<file path="src/rtl/hazard_scoreboard.sv">
// rtl/hazard_scoreboard.sv - ID-stage hazard detection for load-use, MUL/DIV RAW/WAW and MUL/DIV structural conflicts
module hazard_scoreboard #(
    parameter int LOAD_LAT = 2
) (
    input  logic        CLK,
    input  logic        RESET,
    input  logic        ID_VALID,
    input  logic [4:0]  ID_ADDR1,
    input  logic [4:0]  ID_ADDR2,
    input  logic [4:0]  ID_RD,
    input  logic        ID_W_EN,
    input  logic        ID_IS_LOAD,
    input  logic        ID_IS_MULDIV,
    input  logic        FLUSH,
    input  logic        MD_DONE,
    input  logic [4:0]  MD_RD,
    output logic        STALL,
    output logic        MD_BUSY,
    output logic        MD_ERR,
    output logic [15:0] STALL_COUNT
);
    typedef enum logic {MD_IDLE, MD_WAIT} md_state_t;

    md_state_t           state;
    logic [4:0]          md_rd;
    logic [LOAD_LAT-1:0] lp_valid;
    logic [4:0]          lp_rd [LOAD_LAT];

    logic load_hit1, load_hit2;
    logic md_hit1, md_hit2, md_hit_rd;
    logic hazard, issue;

    always_comb begin
        load_hit1 = 1'b0;
        load_hit2 = 1'b0;
        for (int i = 0; i < LOAD_LAT; i++) begin
            if (lp_valid[i] && (lp_rd[i] == ID_ADDR1)) load_hit1 = 1'b1;
            if (lp_valid[i] && (lp_rd[i] == ID_ADDR2)) load_hit2 = 1'b1;
        end
        load_hit1 = load_hit1 && (ID_ADDR1 != 5'd0);
        load_hit2 = load_hit2 && (ID_ADDR2 != 5'd0);
    end

    assign md_hit1   = (state == MD_WAIT) && (ID_ADDR1 != 5'd0) && (ID_ADDR1 == md_rd);
    assign md_hit2   = (state == MD_WAIT) && (ID_ADDR2 != 5'd0) && (ID_ADDR2 == md_rd);
    assign md_hit_rd = (state == MD_WAIT) && (ID_RD != 5'd0) && (ID_RD == md_rd);

    // MD_DONE is deliberately absent here: a completing MUL/DIV releases the stall one cycle later.
    assign hazard = load_hit1 || load_hit2 || md_hit1 || md_hit2 ||
                    (ID_W_EN && md_hit_rd) || (ID_IS_MULDIV && (state == MD_WAIT));
    assign STALL   = ID_VALID && !FLUSH && hazard;
    assign issue   = ID_VALID && !STALL && !FLUSH;
    assign MD_BUSY = (state == MD_WAIT);

    always_ff @(posedge CLK or posedge RESET) begin
        if (RESET) begin
            lp_valid <= '0;
            for (int i = 0; i < LOAD_LAT; i++) lp_rd[i] <= 5'd0;
        end else begin
            lp_valid[0] <= issue && ID_IS_LOAD && ID_W_EN && (ID_RD != 5'd0);
            lp_rd[0]    <= ID_RD;
            for (int i = 1; i < LOAD_LAT; i++) begin
                lp_valid[i] <= lp_valid[i-1];
                lp_rd[i]    <= lp_rd[i-1];
            end
        end
    end

    always_ff @(posedge CLK or posedge RESET) begin
        if (RESET) begin
            state  <= MD_IDLE;
            md_rd  <= 5'd0;
            MD_ERR <= 1'b0;
        end else begin
            case (state)
                MD_IDLE: begin
                    if (MD_DONE) MD_ERR <= 1'b1;
                    if (issue && ID_IS_MULDIV) begin
                        state <= MD_WAIT;
                        md_rd <= ID_RD;
                    end
                end
                MD_WAIT: begin
                    if (MD_DONE) begin
                        if (MD_RD == md_rd) state <= MD_IDLE;
                        else                MD_ERR <= 1'b1;
                    end
                end
            endcase
        end
    end

    always_ff @(posedge CLK or posedge RESET) begin
        if (RESET) begin
            STALL_COUNT <= 16'd0;
        end else if (STALL && (STALL_COUNT != 16'hFFFF)) begin
            STALL_COUNT <= STALL_COUNT + 16'd1;
        end
    end
endmodule

</file>
<file path="config.mk">
export PLATFORM = sky130hd
export DESIGN_NAME = hazard_scoreboard
export DESIGN_NICKNAME = d
export VERILOG_FILES = /design/src/rtl/hazard_scoreboard.sv
export SDC_FILE = /design/constraint.sdc
export NUM_CORES = 1
export LEC_CHECK = 0
export ABC_CLOCK_PERIOD_IN_PS = 6000
export CAP_MARGIN = 20
export CORE_ASPECT_RATIO = 0.75
export CORE_MARGIN = 1
export CORE_UTILIZATION = 53
export CTS_CLUSTER_SIZE = 20
export DETAILED_ROUTE_END_ITERATION = 10
export PLACE_DENSITY = 0.84
export RECOVER_POWER = 100
export REMOVE_ABC_BUFFERS = 1
export SLEW_MARGIN = 20
export SYNTH_ARGS = -nofsm -noshare
export SYNTH_HDL_FRONTEND = slang
export SYNTH_SLANG_ARGS = --single-unit
</file>
<file path="constraint.sdc">
create_clock -name CLK -period 6 [get_ports CLK]
set_input_delay 1.5 -clock CLK [delete_from_list [all_inputs] [get_ports CLK]]
set_output_delay 1.5 -clock CLK [all_outputs]
set_load 0.01 [all_outputs]
</file>
==> summary.md <==
| Metric | Value |
|---|---|
| Post-layout util | `73.7%` |
| Grt ovf | `0` |
| Multi-input logic area | `981 sq um` |
| Antenna viol nets, final | `0` |
| Storage element area | `876 sq um` |
| Worst Setup Start Kind | `primary input` |
| CP max-delay cell | `dlygate4sd3_1` |
| Clock Sink Count | `35` |
| VDD IR-drop max | `0.238 mV` |
| Final Cycle Share | `91.7%` |
| Max Fclk | `182 MHz` |
| # port buffers | `between 40 and 50` |
| Seq cells post-synth | `35` |
| Final min period | `between 5 and 6 ns` |
| # IOs | `47` |
| Worst slew pin tran | `1.83 ns` |
| Clk slew on worst S/H paths | `0.07 ns` |
| Hold Crit Class | `flip-flop to flip-flop` |
| Setup violations, final | `0` |
| Register area share after synthesis | `45.6%` |
| Max-slew violations | `36` |
| Routed WL | `4560 um` |
| Chip height | `54.1 um` |
| CP most frequent cell | `dlygate4sd3_1` |
| Clock root cell | `clkbuf_8` |
| Initial core utilization | `56.9%` |
| Syn Area/Cell | `10.5 sq um` |
| Initial antenna violation count | `0` |
| Post CTS Setup Buffer Count | `0` |
| RSZ-0062 raised after global routing | `false` |
| CP peak stage delay | `0.62 ns` |
| DR vias | `1,546` |
| Htree depth | `2` |
| Asr flop ratio synth | `100%` |
| Met3 GRT Util | `7.12%` |
| Leak | `1.14 nW` |
| Max clock buf depth | `2` |
| Cts hold-fix bufs | `0` |
| Commonest non-fill, non-tap cells in the layout | `xor2_1, dfrtp_1, dlygate4sd3_1` |
| Iter 0 DRT Violations | `82` |
| Met1 GRT Util | `36.2%` |
| Setup TNS | `0 ns` |
| Slew headroom | `-22.0%` |
| CTS resizes | `0` |
| WP buf/inv | `2` |
| Total CTS buffers | `5` |
| Max_cap viols | `1` |
| CTS tree | `done` |
| Avg Vias per Cell | `5.68` |
| Synth warnings | `0` |
| Row cnt | `18` |
| Status | `finished, violations left` |
| CP Cell Sequence | `dlygate4sd3_1 > or4_1 > o21ai_0 > o22ai_1 > a211oi_4 > nor2_1 > dlygate4sd3_1` |
| Most common cell after layout, fill and taps aside | `xor2_1` |
| All-Layer GR Usage | `between 20% and 30%` |
| WP data required | `4.50 ns` |
| Critical Path Start | `ID_RD[1]` |
| CP arrival | `4.00 ns` |
| # nets final | `260` |
| Unique masters post-synth | `29` |
| Clk_skew | `0.00364 ns` |
| EDFF count, synth | `0` |
| Min-delay src | `lp_rd[8]` |
| Final Hold Fails | `0` |
| Die width | `71.5 um` |
| Share of layout cells above drive strength 1 | `6.47%` |
| Fillers | `250` |
| Largest net degree at the start of global routing | `36` |
| Top delay family on crit path | `buffers and inverters` |
| Syn Inst Count | `183` |
| Design area | `2490 sq um` |
| GR Layer Usage met2 | `42.9%` |
| Hpwl dp | `~3400 um` |
| Layout area overhead | `29.6%` |
| WHS | `0.439 ns` |
| Vias in the first global route | `1,521` |
| Post-Syn Area | `1920 sq um` |
| Placed Area | `2410 sq um` |
| GR peak layer | `met2` |
| Crit Path Category | `primary input to output pin` |
| Synth Flop Type | `dfrtp_1` |
| First-pass GRT wire length | `7450 um` |
| Die ar. | `3870 sq um` |
| Failing checks | `capacitance limit, slew limit` |
| Antenna diodes | `0` |
| Clock Latency Late Sink | `0.29 ns` |
| Core area | `3380 sq um` |
| Routability Congestion | `0.820` |
| Crit Reg-Reg Startpoint | `md_rd[1]` |
| WL/cell | `16.8 um` |
| Residual DRC count | `0` |
| Crit path max fanout | `4` |
| Worst Setup End Kind | `output pin` |
| Pwr dens | `between 300 and 400 nW/um^2` |
| DRT Pass-1 Iters | `4` |
## report_power, final
| part | switching (W) | internal [W] |
|---|---|---|
| clock | 0.0000850 | 0.000105 |
| combinational | 0.000108 | 0.000123 |
| sequential | 0.0000687 | 0.000276 |
## metrics by stage
step,power [W],setup WS [ns],std cells
detailed placement,0.000585,0.775,264
global route,0.000810,0.394,272
global placement,0.000576,0.811,264
CTS,0.000783,0.784,272
finish,0.000766,0.496,272
floorplan,0.000473,1.54,176
## worst register-to-register path, cell delays in order (launching register included)
cell	delay, ns
dfrtp_1	0.49
xor2_1	0.21
nor4_1	0.08
a31oi_1	0.20
o22ai_1	0.14
a211oi_4	0.21
clkbuf_1	0.56
nand3_1	0.45
mux2_2	0.40
## cell type report
class | instances | share of cell area [%]
repair buffers | 48 | 18.8
multi-input cells | 137 | 39.4
clock buffers | 8 | 4.02
flip-flops and latches | 35 | 35.2
well taps | 40 | 2.01
inverters | 4 | 0.603
## cells in the mapped netlist (2+ instances only)
| cell | number | area share (%) |
|---|---|---|
| xor2_1 | 46 | 21 |
| dfrtp_1 | 35 | 46 |
| nand3_1 | 13 | 3.4 |
| nand2_1 | 12 | 2.3 |
| nor3_1 | 12 | 3.1 |
| nor4_1 | 11 | 3.6 |
| xnor2_1 | 8 | 3.6 |
| mux2_2 | 7 | 4.1 |
| and3_1 | 6 | 2.0 |
| nor2_1 | 6 | 1.2 |
| clkbuf_2 | 4 | 1.0 |
| inv_1 | 4 | 0.78 |
| nand2b_1 | 2 | 0.65 |
| or4_1 | 2 | 0.78 |
## metal layers
layer  wire, um  vias up
li1           -      722
met1       2030      750
met2       2130       63
met3        309       11
met4         92        0
met5          0        -
## sequential cells by signal, indices dropped and copies added, names as in the netlist
signal       cells
md_rd            5
MD_BUSY          1
STALL_COUNT     16
lp_rd           10
MD_ERR           1
lp_valid         2
## path summary, 6_finish.rpt
kind	endpoint	slack, ns	cells past startpoint
worst max-delay path	STALL	0.50	7
worst min-delay path	lp_rd[3]	0.44	0
worst max register to register	md_rd[4]	3.15	8
worst min register to register	lp_rd[3]	0.44	0
max in group asynchronous	lp_rd[4]	2.66	3
min in group asynchronous	MD_ERR	2.29	3
## kinds of logic (layout without fill, tap and decap cells)
| group | after synthesis | count (layout) | share of synthesized area, % |
|---|---|---|---|
| and+or+nand+nor | 67 | 67 | 18.8 |
| DFF | 35 | 35 | 45.6 |
| muxes | 7 | 7 | 4.10 |
| adders and majority gates | 1 | 1 | 0.651 |
| AOI/OAI and AO/OA | 8 | 8 | 3.58 |
| buffers and inverters | 11 | 60 | 2.67 |
| xor gates and xnor gates | 54 | 54 | 24.6 |
(Power assumes the default switching activity.)
